==> src/rtl/alu_pkg.sv <==
// Shared types and helpers for the 8-bit ALU issue path.
package alu_pkg;

    localparam int unsigned OPER_W = 3;
    localparam int unsigned DATA_W = 8;

    // Encodings 000, 101 and 111 are intentionally unnamed: they are the illegal opcodes.
    typedef enum logic [OPER_W-1:0] {
        AND = 3'b001,
        SUB = 3'b010,
        XOR = 3'b011,
        ADD = 3'b100,
        OR  = 3'b110
    } aluInstr;

    typedef struct packed {
        aluInstr           oper;
        logic [DATA_W-1:0] inA;
        logic [DATA_W-1:0] inB;
    } command_t;

    function automatic logic is_legal_op(aluInstr op);
        case (op)
            ADD, SUB, AND, OR, XOR: is_legal_op = 1'b1;
            default:                is_legal_op = 1'b0;
        endcase
    endfunction

endpackage

==> src/rtl/aluWithEnums.sv <==
// Combinational 8-bit ALU; carry output exists only when ALU_FLAGS_EN is defined.
module aluWithEnums
    import alu_pkg::*;
(
    input  aluInstr           oper_i,
    input  logic [DATA_W-1:0] a_i,
    input  logic [DATA_W-1:0] b_i,
    output logic [DATA_W-1:0] result_o
`ifdef ALU_FLAGS_EN
    ,
    output logic              carry_o
`endif
);

    always_comb begin
        result_o = '0;
        case (oper_i)
            ADD:     result_o = a_i + b_i;
            SUB:     result_o = a_i - b_i;
            AND:     result_o = a_i & b_i;
            OR:      result_o = a_i | b_i;
            XOR:     result_o = a_i ^ b_i;
            default: result_o = '0;
        endcase
    end

`ifdef ALU_FLAGS_EN
    logic [DATA_W:0] sum;
    assign sum = {1'b0, a_i} + {1'b0, b_i};

    // SUB reports borrow, not the inverted adder carry.
    always_comb begin
        carry_o = 1'b0;
        case (oper_i)
            ADD:     carry_o = sum[DATA_W];
            SUB:     carry_o = (a_i < b_i);
            default: carry_o = 1'b0;
        endcase
    end
`endif

endmodule

==> src/rtl/alu_cmd_fifo.sv <==
// Generic DEPTH x WIDTH synchronous FIFO with registered storage and an occupancy count.
module alu_cmd_fifo #(
    parameter int unsigned DEPTH = 4,
    parameter int unsigned WIDTH = 19
) (
    input  logic                     clk_i,
    input  logic                     reset_i,
    input  logic                     push_i,
    input  logic [WIDTH-1:0]         wdata_i,
    input  logic                     pop_i,
    output logic [WIDTH-1:0]         rdata_o,
    output logic                     full_o,
    output logic                     empty_o,
    output logic [$clog2(DEPTH):0]   level_o
);

    localparam int unsigned PTR_W = $clog2(DEPTH);

    logic [WIDTH-1:0] mem_q [DEPTH];
    logic [PTR_W-1:0] wr_ptr_q, rd_ptr_q;
    logic [PTR_W:0]   level_q, level_d;
    logic             do_push, do_pop;

    assign full_o  = (level_q == (PTR_W+1)'(DEPTH));
    assign empty_o = (level_q == '0);
    assign do_push = push_i & ~full_o;
    assign do_pop  = pop_i & ~empty_o;
    assign rdata_o = mem_q[rd_ptr_q];
    assign level_o = level_q;

    always_comb begin
        level_d = level_q;
        if (do_push && !do_pop) begin
            level_d = level_q + 1'b1;
        end else if (!do_push && do_pop) begin
            level_d = level_q - 1'b1;
        end
    end

    // Power-of-two depth lets the pointers wrap by natural overflow.
    always_ff @(posedge clk_i or posedge reset_i) begin
        if (reset_i) begin
            wr_ptr_q <= '0;
            rd_ptr_q <= '0;
            level_q  <= '0;
        end else begin
            if (do_push) wr_ptr_q <= wr_ptr_q + 1'b1;
            if (do_pop)  rd_ptr_q <= rd_ptr_q + 1'b1;
            level_q <= level_d;
        end
    end

    always_ff @(posedge clk_i) begin
        if (do_push) mem_q[wr_ptr_q] <= wdata_i;
    end

endmodule

==> src/rtl/alu_cmd_issue.sv <==
// ALU issue stage: command FIFO, illegal-opcode filter, ALU and registered output stage.
// Define ALU_FLAGS_EN to add registered out_zero_o / out_carry_o flags.
module alu_cmd_issue
    import alu_pkg::*;
#(
    parameter int unsigned DEPTH = 4,
    parameter int unsigned CNT_W = 8
) (
    input  logic                       clk_i,
    input  logic                       reset_i,
    input  logic                       in_valid_i,
    output logic                       in_ready_o,
    input  logic [$bits(command_t)-1:0] in_cmd_i,
    output logic                       out_valid_o,
    input  logic                       out_ready_i,
    output logic [DATA_W-1:0]          out_result_o,
    output logic [OPER_W-1:0]          out_oper_o,
    output logic                       err_illegal_o,
    output logic [CNT_W-1:0]           illegal_cnt_o,
    output logic [$clog2(DEPTH):0]     level_o
`ifdef ALU_FLAGS_EN
    ,
    output logic                       out_zero_o,
    output logic                       out_carry_o
`endif
);

    typedef enum logic {StEmpty, StFull} stage_e;

    command_t                    in_cmd, head;
    logic [$bits(command_t)-1:0] head_raw;
    logic                        fifo_full, fifo_empty;
    logic                        accept, legal, push, load;
    logic [DATA_W-1:0]           alu_result;

    stage_e                      stage_q;
    logic [DATA_W-1:0]           result_q;
    logic [OPER_W-1:0]           oper_q;
    logic                        err_q;
    logic [CNT_W-1:0]            cnt_q;

    assign in_cmd = command_t'(in_cmd_i);
    assign head   = command_t'(head_raw);
    assign legal  = is_legal_op(in_cmd.oper);
    assign accept = in_valid_i & ~fifo_full;
    assign push   = accept & legal;
    assign load   = ~fifo_empty & ((stage_q == StEmpty) | out_ready_i);

    alu_cmd_fifo #(
        .DEPTH (DEPTH),
        .WIDTH ($bits(command_t))
    ) u_fifo (
        .clk_i   (clk_i),
        .reset_i (reset_i),
        .push_i  (push),
        .wdata_i (in_cmd),
        .pop_i   (load),
        .rdata_o (head_raw),
        .full_o  (fifo_full),
        .empty_o (fifo_empty),
        .level_o (level_o)
    );

`ifdef ALU_FLAGS_EN
    logic alu_carry, zero_q, carry_q;
`endif

    aluWithEnums u_alu (
        .oper_i   (head.oper),
        .a_i      (head.inA),
        .b_i      (head.inB),
        .result_o (alu_result)
`ifdef ALU_FLAGS_EN
        ,
        .carry_o  (alu_carry)
`endif
    );

    // A load while FULL replaces the consumed entry, giving one result per cycle.
    always_ff @(posedge clk_i or posedge reset_i) begin
        if (reset_i) begin
            stage_q  <= StEmpty;
            result_q <= '0;
            oper_q   <= '0;
`ifdef ALU_FLAGS_EN
            zero_q   <= 1'b0;
            carry_q  <= 1'b0;
`endif
        end else if (load) begin
            stage_q  <= StFull;
            result_q <= alu_result;
            oper_q   <= head.oper;
`ifdef ALU_FLAGS_EN
            zero_q   <= (alu_result == '0);
            carry_q  <= alu_carry;
`endif
        end else if (stage_q == StFull && out_ready_i) begin
            stage_q  <= StEmpty;
        end
    end

    always_ff @(posedge clk_i or posedge reset_i) begin
        if (reset_i) begin
            err_q <= 1'b0;
            cnt_q <= '0;
        end else begin
            err_q <= accept & ~legal;
            if (accept && !legal && cnt_q != '1) cnt_q <= cnt_q + 1'b1;
        end
    end

    assign in_ready_o    = ~fifo_full;
    assign out_valid_o   = (stage_q == StFull);
    assign out_result_o  = result_q;
    assign out_oper_o    = oper_q;
    assign err_illegal_o = err_q;
    assign illegal_cnt_o = cnt_q;
`ifdef ALU_FLAGS_EN
    assign out_zero_o    = zero_q;
    assign out_carry_o   = carry_q;
`endif

endmodule
==> config.mk <==
export PLATFORM = sky130hd
export DESIGN_NAME = alu_cmd_issue
export DESIGN_NICKNAME = d
export VERILOG_FILES = /design/src/rtl/alu_pkg.sv /design/src/rtl/aluWithEnums.sv /design/src/rtl/alu_cmd_fifo.sv /design/src/rtl/alu_cmd_issue.sv
export SDC_FILE = /design/constraint.sdc
export NUM_CORES = 1
export LEC_CHECK = 0
export ABC_CLOCK_PERIOD_IN_PS = 3000
export CAP_MARGIN = 40
export CORE_MARGIN = 3
export CORE_UTILIZATION = 45
export DETAILED_ROUTE_END_ITERATION = 8
export PLACE_DENSITY = 0.68
export SLEW_MARGIN = 20
export SYNTH_ARGS = -nofsm -noshare
export SYNTH_HDL_FRONTEND = slang
export SYNTH_SLANG_ARGS = --single-unit
==> constraint.sdc <==
create_clock -name clk_i -period 3 [get_ports clk_i]
set_input_delay 0.6 -clock clk_i [delete_from_list [all_inputs] [get_ports clk_i]]
set_output_delay 0.6 -clock clk_i [all_outputs]
set_load 0.005 [all_outputs]
==> results.md <==
Yosys:
- The post-synthesis instance area is 4900 sq um.
- Yosys mapped a number of flops with a built-in enable equal to 76.
- The synthesized netlist cell count is 330.
- The share of synthesized area in the top cell type comes to 46.6%.
- The Yosys step of the flow raised 0 warnings.
- Of the synthesized area, sequential elements account for 60.8%.
- Synthesis produced a netlist with a net count of 385.
- sky130_fd_sc_hd__edfxtp_1 takes more of the synthesized area than any other cell.
- The leading cell type by number of instances after synthesis is sky130_fd_sc_hd__edfxtp_1.
- The average instance in the mapped netlist occupies 14.9 sq um.
- Synthesis inferred 104 register bits.
- After synthesis, the share of flip-flops with an asynchronous set or reset is 26.9%.
- By area the synthesized netlist is led by sky130_fd_sc_hd__edfxtp_1 (47%), sky130_fd_sc_hd__dfrtp_1 (14%), sky130_fd_sc_hd__ha_1 (7.7%), sky130_fd_sc_hd__mux4_1 (4.8%), sky130_fd_sc_hd__mux4_2 (4.1%).
- Sorting the synthesized cells by how often they occur yields sky130_fd_sc_hd__edfxtp_1 (76), sky130_fd_sc_hd__ha_1 (30), sky130_fd_sc_hd__dfrtp_1 (28), sky130_fd_sc_hd__inv_1 (27), sky130_fd_sc_hd__xnor2_1 (18).
- The number of library cell types mapped by synthesis is 40.
- The most used flip-flop cell after synthesis is sky130_fd_sc_hd__edfxtp_1.

Placed design:
- The quantity of I/O buffers inserted on ports is 47.
- The wire-length estimate of the detail-placed layout is 6620 um.
- The congestion estimate from routability-driven global placement came to 0.826.

Worst setup path:
- The nature of the critical path endpoint is a flop.
- Along the worst path, the maximum fanout reaches 6.
- For the worst setup path, the data required time is 3.26 ns.
- The arrival time of the worst setup path is 3.26 ns.
- STA classifies the critical path startpoint as a flop.
- The worst setup path category is reg -> reg.

Layout:
- The number of antenna cells inserted is 0.
- In the final layout, flip-flops and latches occupy 2980 sq um.
- The area growth from synthesis to layout is 26.6%.
- The layout net count is 480.
- The share of final-layout standard cells stronger than drive strength 1 is 24.7%.
- Summing all multi-input logic gate instances after layout gives 1860 sq um.
- Counting the fill cells in the layout gives 840.

Clocking:
- TritonCTS built the clock tree.
- The clock slew at the register clock pins of the worst setup and hold paths is 0.10 ns.
- In this run the clock root is driven by a sky130_fd_sc_hd__clkbuf_8.
- The H-tree was split into 3 levels.
- The TritonCTS buffer count is 9.
- The clock insertion delay at the later pin of the skew report is 0.36 ns.
- The maximum number of buffers from clock root to sink is 2.
- The clock drives 104 sinks.

Timing:
- The max-slew violation total from the final report is 0.
- Setup violations remaining at the end of the flow were counted as 0.
- Setup repair after global routing could not meet its margin everywhere.
- The clock skew is 0.0129 ns.
- The achievable clock frequency is 0.334 GHz.
- At the pin with the least slew margin, the transition time is 0.512 ns.
- The number of hold violations in the final report is 0.
- The clock period could shrink to 3.00 ns.
- The final sum of negative setup slack is 0 ns.
- The relative slew slack is 65.9%.
- The final period utilization is 99.9%.
- Across all hold checks on the routed design, the worst slack comes to 0.485 ns.

Power and ir drop:
- The leakage power is 2.42 nW.
- The worst-case IR drop observed on VDD is 623 uV.
- In this run the power density over the cells is 1170 nW/um^2.

GRT:
- The initial antenna violation count is 0.
- The number of global-route vias before repair is 3012.
- Entering global routing, the biggest net connects 29 pins.
- Across every metal layer, demand over resource in global routing totals 17.0%.
- The first global-routing pass estimated 15400 um of wire.
- The total overflow left after global routing is 0.

Drt:
- The final route contains 2952 vias.
- The routed via count divided by cell count is 5.22.
- The first detailed-routing pass took 4 iterations.
- The number of remaining DRC errors is 0.
- The first routing iteration left 118 violations.
- After detailed routing, the average wire length per cell comes to 16.8 um.
- The count of nets left with antenna violations once routing finished came out at 0.
- The final layout contains routed wiring with a total length of 9490 um.

Die:
- In this run the standard cell core region covers 10500 sq um.
- The number of top-level design ports is 48.
- The floorplan step set the die width to 110 um.
- The starting density of the core is 46.9%.
- The die covers 12200 sq um.
- In this run the core area contains 37 standard-cell rows.
- In this run the vertical extent of the chip is 110 um.

Min path:
- The worst min-delay path class is reg -> reg.

Outcome:
- The run finished with clean final reports.

Job:
- Across the run, the number of max-cap violations was 0.
## cell families (layout without fill, tap and decap cells)
group	Yosys count	after routing	share of synthesized area [%]
DFF	104	104	60.8
and+or+nand+nor	57	57	5.74
AOI/OAI and AO/OA	45	45	5.51
buffers and inverters	35	135	2.94
muxes	33	33	12.2
adders and majority gates	32	32	8.47
xor gates and xnor gates	24	24	4.29
## worst max-delay path, stage by stage (launching register included)
cell and delay (ns):
sky130_fd_sc_hd__dfrtp_2 0.42, sky130_fd_sc_hd__buf_6 0.15, sky130_fd_sc_hd__mux4_2 0.53, sky130_fd_sc_hd__inv_2 0.10, sky130_fd_sc_hd__ha_4 0.14, sky130_fd_sc_hd__buf_6 0.10, sky130_fd_sc_hd__a31oi_4 0.08, sky130_fd_sc_hd__xnor2_2 0.14
sky130_fd_sc_hd__ha_1 0.34, sky130_fd_sc_hd__a21boi_2 0.17, sky130_fd_sc_hd__o21a_1 0.18, sky130_fd_sc_hd__or3_1 0.30, sky130_fd_sc_hd__a31oi_1 0.17, sky130_fd_sc_hd__o21ai_1 0.07
## layer usage
metal	GRT usage, %	wire [um]	vias to the layer above
li1	-	-	1406
met1	22.8	4300	1462
met2	27.3	4590	64
met3	2.85	338	20
met4	7.83	261	0
met5	0	0	-
## metrics by stage
step / setup WS (ns) / instances / util (%) / instance area, sq um / power, mW
finish: 0.00156 / 566 / 59.3 / 6200 / 7.24
global route: -0.174 / 566 / 59.3 / 6200 / 7.79
CTS: -0.0360 / 564 / 58.9 / 6160 / 7.03
detailed placement: -0.152 / 540 / 56.0 / 5860 / 5.88
global placement: -0.0880 / 540 / 56.0 / 5860 / 5.75
floorplan: -0.0706 / 330 / - / 4930 / 4.52
## final timing paths
kind / end / cells past startpoint / slack (ns) / start
max in group asynchronous: u_fifo.rd_ptr_q[0] / 3 / 2.11 / reset_i
hold reg to reg: out_result_o[1] / 2 / 0.49 / out_result_o[1]
setup / recovery: out_result_o[6] / 13 / 0.002 / u_fifo.rd_ptr_q[0]
min in group asynchronous: out_oper_o[2] / 3 / 0.60 / reset_i
hold / removal: out_result_o[1] / 2 / 0.49 / out_result_o[1]
setup reg to reg: out_result_o[6] / 13 / 0.002 / u_fifo.rd_ptr_q[0]
## where the power goes
| part | switching (mW) | internal (mW) | total (mW) | leakage, nW |
|---|---|---|---|---|
| combinational | 2.06 | 2.30 | 4.35 | 1.28 |
| clock | 0.458 | 0.410 | 0.868 | 0.104 |
| sequential | 0.168 | 1.85 | 2.01 | 1.04 |
| total | 2.68 | 4.55 | 7.24 | 2.42 |
## cells in the final DEF, fill, tap and decap left out, types with 3 or more instances in the layout
cell type	instances
sky130_fd_sc_hd__edfxtp_1	76
sky130_fd_sc_hd__clkdlybuf4s50_1	47
sky130_fd_sc_hd__buf_4	35
sky130_fd_sc_hd__ha_1	28
sky130_fd_sc_hd__dfrtp_1	27
sky130_fd_sc_hd__inv_1	23
sky130_fd_sc_hd__xnor2_1	17
sky130_fd_sc_hd__nand2_1	16
sky130_fd_sc_hd__mux4_2	15
sky130_fd_sc_hd__a21oi_1	11
sky130_fd_sc_hd__nor2_1	11
sky130_fd_sc_hd__clkbuf_8	10
sky130_fd_sc_hd__o21ai_0	8
sky130_fd_sc_hd__mux2i_1	8
sky130_fd_sc_hd__xor2_1	6
sky130_fd_sc_hd__mux2_2	6
sky130_fd_sc_hd__o22ai_1	6
sky130_fd_sc_hd__buf_12	5
sky130_fd_sc_hd__buf_6	5
sky130_fd_sc_hd__nor3_1	4
sky130_fd_sc_hd__nand2b_1	4
sky130_fd_sc_hd__o21ai_1	4
sky130_fd_sc_hd__a31oi_1	4
sky130_fd_sc_hd__inv_2	4
sky130_fd_sc_hd__and2_1	4
sky130_fd_sc_hd__nand3_1	3
sky130_fd_sc_hd__mux4_1	3
## sequential cells by signal, summed over array words and instances (netlist names)
signal           flops
out_result_o         8
u_fifo.mem_q        76
u_fifo.rd_ptr_q      2
err_illegal_o        1
out_oper_o           3
u_fifo.wr_ptr_q      2
illegal_cnt_o        8
u_fifo.level_o       3
out_valid_o          1
## what timing repair did
action,4_1_cts,5_1_grt
pin swaps,18,7
setup buffers,9,2
setup endpoints to repair,4,5
hold buffers,0,0
resized for setup,20,8
## area by class of cell
| cell class | count | share of cell area (%) |
|---|---|---|
| inverters | 27 | 1.63 |
| multi-input cells | 191 | 30.0 |
| well taps | 136 | 2.74 |
| repair buffers | 92 | 14.3 |
| clock inverters | 5 | 0.887 |
| clock buffers | 11 | 2.28 |
| flip-flops and latches | 104 | 48.1 |
Power figures use the tool's default switching activity.
